--- src/rtl/blackjack_pkg.sv ---
// Shared encodings, widths and helpers for the blackjack round controller.
package blackjack_pkg;

    localparam int CARD_W = 4;
    localparam int SUM_W  = 5;
    localparam int CNT_W  = 3;
    localparam int BET_W  = 5;

    localparam logic [SUM_W-1:0] BUST_LIMIT = 5'd21;
    localparam logic [SUM_W-1:0] ACE_BONUS  = 5'd10;
    // Highest raw total at which an ace can still count as 11.
    localparam logic [SUM_W-1:0] SOFT_LIMIT = BUST_LIMIT - ACE_BONUS;

    typedef enum logic [2:0] {
        PH_BET    = 3'd0,
        PH_DEAL   = 3'd1,
        PH_SHOW   = 3'd2,
        PH_PLAYER = 3'd3,
        PH_DEALER = 3'd4,
        PH_REVEAL = 3'd5,
        PH_RESULT = 3'd6
    } phase_e;

    typedef enum logic [1:0] {
        OUT_WIN  = 2'd0,
        OUT_LOSE = 2'd1,
        OUT_DRAW = 2'd2
    } outcome_e;

    // Card codes outside 1..10 (0, 11..15) count as a ten-value card.
    function automatic logic [CARD_W-1:0] card_norm(input logic [CARD_W-1:0] v);
        return (v >= 4'd1 && v <= 4'd10) ? v : 4'd10;
    endfunction

endpackage

--- src/rtl/hand_accum.sv ---
// One hand: running raw total, ace-seen flag, soft/hard effective total and
// a saturating card count.
module hand_accum
    import blackjack_pkg::*;
(
    input  logic              clk,
    input  logic              reset,
    input  logic              clear,
    input  logic              add,
    input  logic [CARD_W-1:0] val,
    output logic [SUM_W-1:0]  raw,
    output logic              ace,
    output logic [SUM_W-1:0]  eff,
    output logic [CNT_W-1:0]  cnt
);

    // Accumulate a card on each add pulse; clear wins over add.
    always_ff @(posedge clk or negedge reset) begin
        if (!reset) begin
            raw <= '0;
            ace <= 1'b0;
            cnt <= '0;
        end else if (clear) begin
            raw <= '0;
            ace <= 1'b0;
            cnt <= '0;
        end else if (add) begin
            raw <= raw + SUM_W'(card_norm(val));
            ace <= ace | (val == 4'd1);
            if (cnt != '1)
                cnt <= cnt + 1'b1;
        end
    end

    // One ace counts as 11 whenever that does not push the hand over 21.
    always_comb begin
        eff = (ace && raw <= SOFT_LIMIT) ? raw + ACE_BONUS : raw;
    end

endmodule

--- src/rtl/blackjack_phase_ctrl.sv ---
// Round sequencer: bet, deal, show, player turn, dealer draw, reveal, result.
// Owns the coin balance, both hands and the card request handshake.
module blackjack_phase_ctrl
    import blackjack_pkg::*;
#(
    parameter int START_COINS  = 20,
    parameter int COIN_W       = 8,
    parameter int DEALER_STAND = 17
) (
    input  logic              clk,
    input  logic              reset,
    input  logic              next_p,
    input  logic              hit_p,
    input  logic              stand_p,
    input  logic              double_p,
    input  logic [3:0]        bet,
    output logic              card_req,
    input  logic              card_valid,
    input  logic [3:0]        card_val,
    output logic [2:0]        phase,
    output logic [4:0]        player_sum,
    output logic [4:0]        dealer_sum,
    output logic [3:0]        dealer_shown,
    output logic [COIN_W-1:0] coins,
    output logic [4:0]        bet_amt,
    output logic              led_win,
    output logic              led_lose,
    output logic              led_draw
);

    // Wide enough for coins+bet and for 2*bet (up to 30).
    localparam int WIDE = (COIN_W > 6) ? COIN_W + 1 : 7;
    localparam logic [COIN_W-1:0] COIN_MAX = '1;

    phase_e              state, state_nxt;
    outcome_e            outcome;
    logic                card_req_nxt, doubled, doubled_nxt, hand_clr;
    logic [COIN_W-1:0]   coins_nxt;
    logic [BET_W-1:0]    bet_nxt;
    logic [CARD_W-1:0]   shown_nxt;
    logic                win_nxt, lose_nxt, draw_nxt;
    logic                consume, to_player, to_dealer;
    logic [SUM_W-1:0]    p_raw, p_eff, d_raw, d_eff;
    logic                p_ace, d_ace;
    logic [CNT_W-1:0]    p_cnt, d_cnt;
    logic [WIDE-1:0]     coins_w, win_sum;

    assign consume   = card_req & card_valid;
    // During the deal, cards alternate player/dealer starting with the player.
    assign to_player = consume & ((state == PH_PLAYER) | ((state == PH_DEAL) & (p_cnt == d_cnt)));
    assign to_dealer = consume & ((state == PH_DEALER) | ((state == PH_DEAL) & (p_cnt != d_cnt)));

    assign coins_w = WIDE'(coins);
    assign win_sum = coins_w + WIDE'(bet_amt);

    hand_accum u_player (
        .clk(clk), .reset(reset), .clear(hand_clr), .add(to_player), .val(card_val),
        .raw(p_raw), .ace(p_ace), .eff(p_eff), .cnt(p_cnt)
    );

    hand_accum u_dealer (
        .clk(clk), .reset(reset), .clear(hand_clr), .add(to_dealer), .val(card_val),
        .raw(d_raw), .ace(d_ace), .eff(d_eff), .cnt(d_cnt)
    );

    // A hand over 21 always has eff == raw, so bust is detected on raw.
    always_comb begin
        if (p_raw > BUST_LIMIT)
            outcome = OUT_LOSE;
        else if (d_raw > BUST_LIMIT)
            outcome = OUT_WIN;
        else if (p_eff > d_eff)
            outcome = OUT_WIN;
        else if (p_eff < d_eff)
            outcome = OUT_LOSE;
        else
            outcome = OUT_DRAW;
    end

    // Next-state and datapath updates; buttons are ignored while a card is pending.
    always_comb begin
        state_nxt    = state;
        card_req_nxt = card_req;
        coins_nxt    = coins;
        bet_nxt      = bet_amt;
        shown_nxt    = dealer_shown;
        doubled_nxt  = doubled;
        win_nxt      = led_win;
        lose_nxt     = led_lose;
        draw_nxt     = led_draw;
        hand_clr     = 1'b0;
        case (state)
            PH_BET: begin
                if (next_p && bet != 4'd0 && WIDE'(bet) <= coins_w) begin
                    bet_nxt      = {1'b0, bet};
                    hand_clr     = 1'b1;
                    shown_nxt    = '0;
                    doubled_nxt  = 1'b0;
                    card_req_nxt = 1'b1;
                    state_nxt    = PH_DEAL;
                end
            end
            PH_DEAL: begin
                if (card_req) begin
                    if (to_dealer && d_cnt == 3'd0)
                        shown_nxt = card_norm(card_val);
                    // Second dealer card is the fourth and last of the deal.
                    if (to_dealer && d_cnt == 3'd1)
                        card_req_nxt = 1'b0;
                end else if (d_cnt == 3'd2) begin
                    state_nxt = PH_SHOW;
                end
            end
            PH_SHOW: begin
                if (next_p)
                    state_nxt = PH_PLAYER;
            end
            PH_PLAYER: begin
                if (card_req) begin
                    if (consume)
                        card_req_nxt = 1'b0;
                end else if (p_raw > BUST_LIMIT) begin
                    state_nxt = PH_REVEAL;
                end else if (doubled) begin
                    state_nxt = PH_DEALER;
                end else if (stand_p) begin
                    state_nxt = PH_DEALER;
                end else if (double_p && p_cnt == 3'd2 && WIDE'({bet_amt, 1'b0}) <= coins_w) begin
                    bet_nxt      = {bet_amt[3:0], 1'b0};
                    doubled_nxt  = 1'b1;
                    card_req_nxt = 1'b1;
                end else if (hit_p) begin
                    card_req_nxt = 1'b1;
                end
            end
            PH_DEALER: begin
                if (card_req) begin
                    if (consume)
                        card_req_nxt = 1'b0;
                end else if (d_eff < SUM_W'(DEALER_STAND)) begin
                    card_req_nxt = 1'b1;
                end else begin
                    state_nxt = PH_REVEAL;
                end
            end
            PH_REVEAL: begin
                if (next_p) begin
                    state_nxt = PH_RESULT;
                    win_nxt   = (outcome == OUT_WIN);
                    lose_nxt  = (outcome == OUT_LOSE);
                    draw_nxt  = (outcome == OUT_DRAW);
                    case (outcome)
                        OUT_WIN:  coins_nxt = (win_sum > WIDE'(COIN_MAX)) ? COIN_MAX : win_sum[COIN_W-1:0];
                        OUT_LOSE: coins_nxt = coins - COIN_W'(bet_amt);
                        default:  coins_nxt = coins;
                    endcase
                end
            end
            PH_RESULT: begin
                if (next_p) begin
                    state_nxt = PH_BET;
                    win_nxt   = 1'b0;
                    lose_nxt  = 1'b0;
                    draw_nxt  = 1'b0;
                end
            end
            default: state_nxt = PH_BET;
        endcase
    end

    // Round state and registered outputs; reset aborts any pending card request.
    always_ff @(posedge clk or negedge reset) begin
        if (!reset) begin
            state        <= PH_BET;
            card_req     <= 1'b0;
            coins        <= COIN_W'(START_COINS);
            bet_amt      <= '0;
            dealer_shown <= '0;
            doubled      <= 1'b0;
            led_win      <= 1'b0;
            led_lose     <= 1'b0;
            led_draw     <= 1'b0;
        end else begin
            state        <= state_nxt;
            card_req     <= card_req_nxt;
            coins        <= coins_nxt;
            bet_amt      <= bet_nxt;
            dealer_shown <= shown_nxt;
            doubled      <= doubled_nxt;
            led_win      <= win_nxt;
            led_lose     <= lose_nxt;
            led_draw     <= draw_nxt;
        end
    end

    // An ace in hand means the effective total is at least 11.
    a_player_soft: assert property (@(posedge clk) disable iff (!reset) p_ace |-> p_eff >= 5'd11);
    a_dealer_soft: assert property (@(posedge clk) disable iff (!reset) d_ace |-> d_eff >= 5'd11);

    assign phase      = state;
    assign player_sum = p_eff;
    assign dealer_sum = d_eff;

endmodule

--- config.mk ---
export PLATFORM = sky130hd
export DESIGN_NAME = blackjack_phase_ctrl
export DESIGN_NICKNAME = d
export VERILOG_FILES = /design/src/rtl/blackjack_pkg.sv /design/src/rtl/hand_accum.sv /design/src/rtl/blackjack_phase_ctrl.sv
export SDC_FILE = /design/constraint.sdc
export NUM_CORES = 1
export LEC_CHECK = 0
export ABC_CLOCK_PERIOD_IN_PS = 8350
export CORE_MARGIN = 2
export CORE_UTILIZATION = 40
export DETAILED_ROUTE_END_ITERATION = 8
export GPL_TIMING_DRIVEN = 0
export PLACE_DENSITY_LB_ADDON = 0.25
export SYNTH_ARGS = -nofsm -noshare
export SYNTH_HDL_FRONTEND = slang
export SYNTH_SLANG_ARGS = --single-unit
--- constraint.sdc ---
create_clock -name clk -period 8.35 [get_ports clk]
set_input_delay 1.67 -clock clk [delete_from_list [all_inputs] [get_ports clk]]
set_output_delay 1.67 -clock clk [all_outputs]
set_load 0.005 [all_outputs]
==> metrics <==
status=completed; Tcrit/Tclk final=0.511; Max Clk Rate=between 0.2 and 0.25 GHz; worst-case reg-to-reg path depth=15; Cell Area, Synth=0.00380 mm²; crit path kind=register to output pin; H-tree levels=2; crit path capture type=output pin; synth warn=0; Filler Cell Count=918; P_sw=between 100 and 150 µW; wire length per cell=between 15 and 20 µm; routed wire length=just under 10000 µm; RR Startpoint=u_player.raw[2]$_DFFE_PN0P_; Comb pwr share=0.168; sequential share of the synthesized area=0.283; PostCTS Resize Cnt=0; Setup TNS Final=0 ns; fin cells=631; WHS=0.506 ns; RSZ-0062 raised after global routing=false; Final Max Slew Viols=0; Placed Cells=just over 600; layout cells sized above 1=0.0717; Clock Tree Root=clkbuf_8; Initial Util=0.412; max_slew headroom=0.407; syn_nets=510; first-pass GRT wire length=16500 µm; Site Rows=35; Most used DFF post-synth=dfrtp_1; startpoint types=register; Internal=338 µW; TritonCTS Buffers=5; most common cell after layout, fill and taps aside=clkdlybuf4s50_1; clk buf depth=2; Clock Power Share=0.367; Remaining DRCs=0; HP Class=register to register; CTS clk-pin slew, worst paths=0.10 ns; R2R Path End=coins[3]$_DFFE_PN0P_; Flop pwr share=0.465; num ports=just under 50; Multi-input gate area=0.00250 mm²; CTS tree=yes; DRT Pass-1 Iters=4; leak pwr=about 2.1 nW; gr ovfl total=0; DP HPWL=7630 µm; worst hold stages=2; Die X=around 100 µm; sequential cell area=0.00108 mm²; antenna cells=0; flop2flop setup slack=4.42 ns; number of synthesized flops with an enable pin=0; initial antenna violation count=0; gr usage total=0.199; Post-Syn Instances=445; CTS sink cnt=43; final setup vio count=0; post-route ant nets=0; hold endpoint=u_player.ace$_DFFE_PN0P_; min-delay src=u_player.ace$_DFFE_PN0P_; vias=roughly 3500; Final nets=566; ys async rst share=1.00; CTS Hold Buffers Added=0; most frequent cells in the layout=clkdlybuf4s50_1, ha_1, inv_1; worst skew pair latency=0.31 ns; #FFs+latches synth=43; DR vias/cell=5.49; die area=0.0103 mm²; Arrival @ worst endpoint=2.60 ns; VDD IR-drop max=roughly 0.094 mV; vias in the first global route=3382; Critical Path RT=6.68 ns; Final Critical Period=about 4.3 ns; Synth cell types=70; post-CTS setup buffers=0; Die Y=about 100 µm; Area Growth Syn to Fin=20.3%; P per Cell Area=102 mW/mm²; Final Hold Viols=0; port bufs=48; Slew @ Worst Pin=0.884 ns; Max-cap violations=0; switching part of the total power=0.279; Avg Inst Size Synth=approximately 8.6 µm²; crit-path max FO=9; pin count of the biggest net entering global routing=37; Placeable Area=approximately 0.0092 mm²; Placer Congestion=0.892; Worst Skew=0.0196 ns; DRT iter0 DRCs=about 220
metrics by stage:
step           power [mW]  instance area [µm²]  setup slack [ns]  utilization
2_1_floorplan       0.266                 3800              4.79            -
3_3_place_gp        0.297                 4450              4.02        0.481
3_5_place_dp        0.300                 4460              3.97        0.483
4_1_cts             0.473                 4580              4.06        0.495
5_1_grt             0.492                 4580              3.92        0.495
6_report            0.469                 4580              4.08        0.495
synthesized netlist by cell type, types with 5 or more instances:
master    instances  area [µm²]
ha_1             46         576
inv_1            42         158
dfrtp_1          41        1030
a21oi_1          33         165
nor2_1           32         120
nand2_1          26        97.6
o21ai_0          26         130
nor2b_1          14        87.6
nor3_1           13        65.1
mux2i_1          11         110
nand3_1          10        50.1
xor2_1            9        78.8
clkbuf_1          8        30.0
xnor2_1           8        70.1
a21o_1            7        52.6
nand2b_1          6        37.5
o21ai_1           6        30.0
a211oi_1          5        37.5
buf_2             5        25.0
nor3b_1           5        37.5
or3_1             5        31.3
cell families (layout without fill, tap and decap cells):
group / Yosys count / in the layout / share of synthesized area
AO/OA/AOI/OAI: 126 / 126 / 0.219
multiplexers: 11 / 11 / 0.0289
AND/OR/NAND/NOR: 141 / 141 / 0.197
buffers and inverters: 57 / 114 / 0.0598
adder cells (fa/ha/maj): 50 / 50 / 0.172
XOR/XNOR: 17 / 17 / 0.0391
flip-flops: 43 / 43 / 0.283
layout make-up:
type | instances | area share
Buffer | 15 | 0.0153
Clock buffer | 5 | 0.0150
Clock inverter | 3 | 0.0101
Inverter | 42 | 0.0344
Multi-Input combinational cell | 345 | 0.546
Sequential cell | 43 | 0.236
Tap cell | 129 | 0.0353
Timing Repair Buffer | 49 | 0.108
worst max-delay path: stages (launching register included):
cell and delay, ns:
dfrtp_1 0.54, inv_1 0.08, ha_1 0.18, a31oi_1 0.15, o21ai_0 0.12, or2_2 0.33, nor2_1 0.12, xor2_1 0.22
clkdlybuf4s50_1 0.54
worst max-delay path by stage:
stage                                        to                        start
global route                      player_sum[3]  u_player.raw[2]$_DFFE_PN0P_
floorplan           u_player.raw[4]$_DFFE_PN0P_                  card_val[2]
CTS                               player_sum[3]  u_player.raw[2]$_DFFE_PN0P_
detailed placement  u_player.raw[3]$_DFFE_PN0P_                  card_val[3]
finish                            player_sum[3]  u_player.raw[2]$_DFFE_PN0P_
global placement    u_player.raw[4]$_DFFE_PN0P_                  card_val[2]
routing by layer:
metal | vias to the layer above | share of wire | global-route usage
li1 | 1704 | - | -
met1 | 1677 | 0.50 | 0.289
met2 | 76 | 0.46 | 0.328
met3 | 6 | 0.036 | 0.0235
met4 | 0 | 0.0062 | 0.0249
met5 | - | 0 | 0
registers in the layout, indices dropped and copies added, names as in the netlist:
register	cells
coins	8
bet_amt	5
u_dealer.raw	5
u_player.raw	5
dealer_shown	4
phase	3
u_dealer.cnt	3
u_player.cnt	3
card_req	1
doubled	1
led_draw	1
led_lose	1
led_win	1
u_dealer.ace	1
u_player.ace	1
power groups by stage:
stage | Sequential, mW | Clock, mW | Combinational, mW
2_1_floorplan | 0.220 | 0 | 0.0458
3_3_place_gp | 0.222 | 0 | 0.0753
3_5_place_dp | 0.222 | 0 | 0.0783
4_1_cts | 0.218 | 0.176 | 0.0790
5_1_grt | 0.218 | 0.185 | 0.0892
6_report | 0.218 | 0.172 | 0.0788
Power figures use the tool's default switching activity.
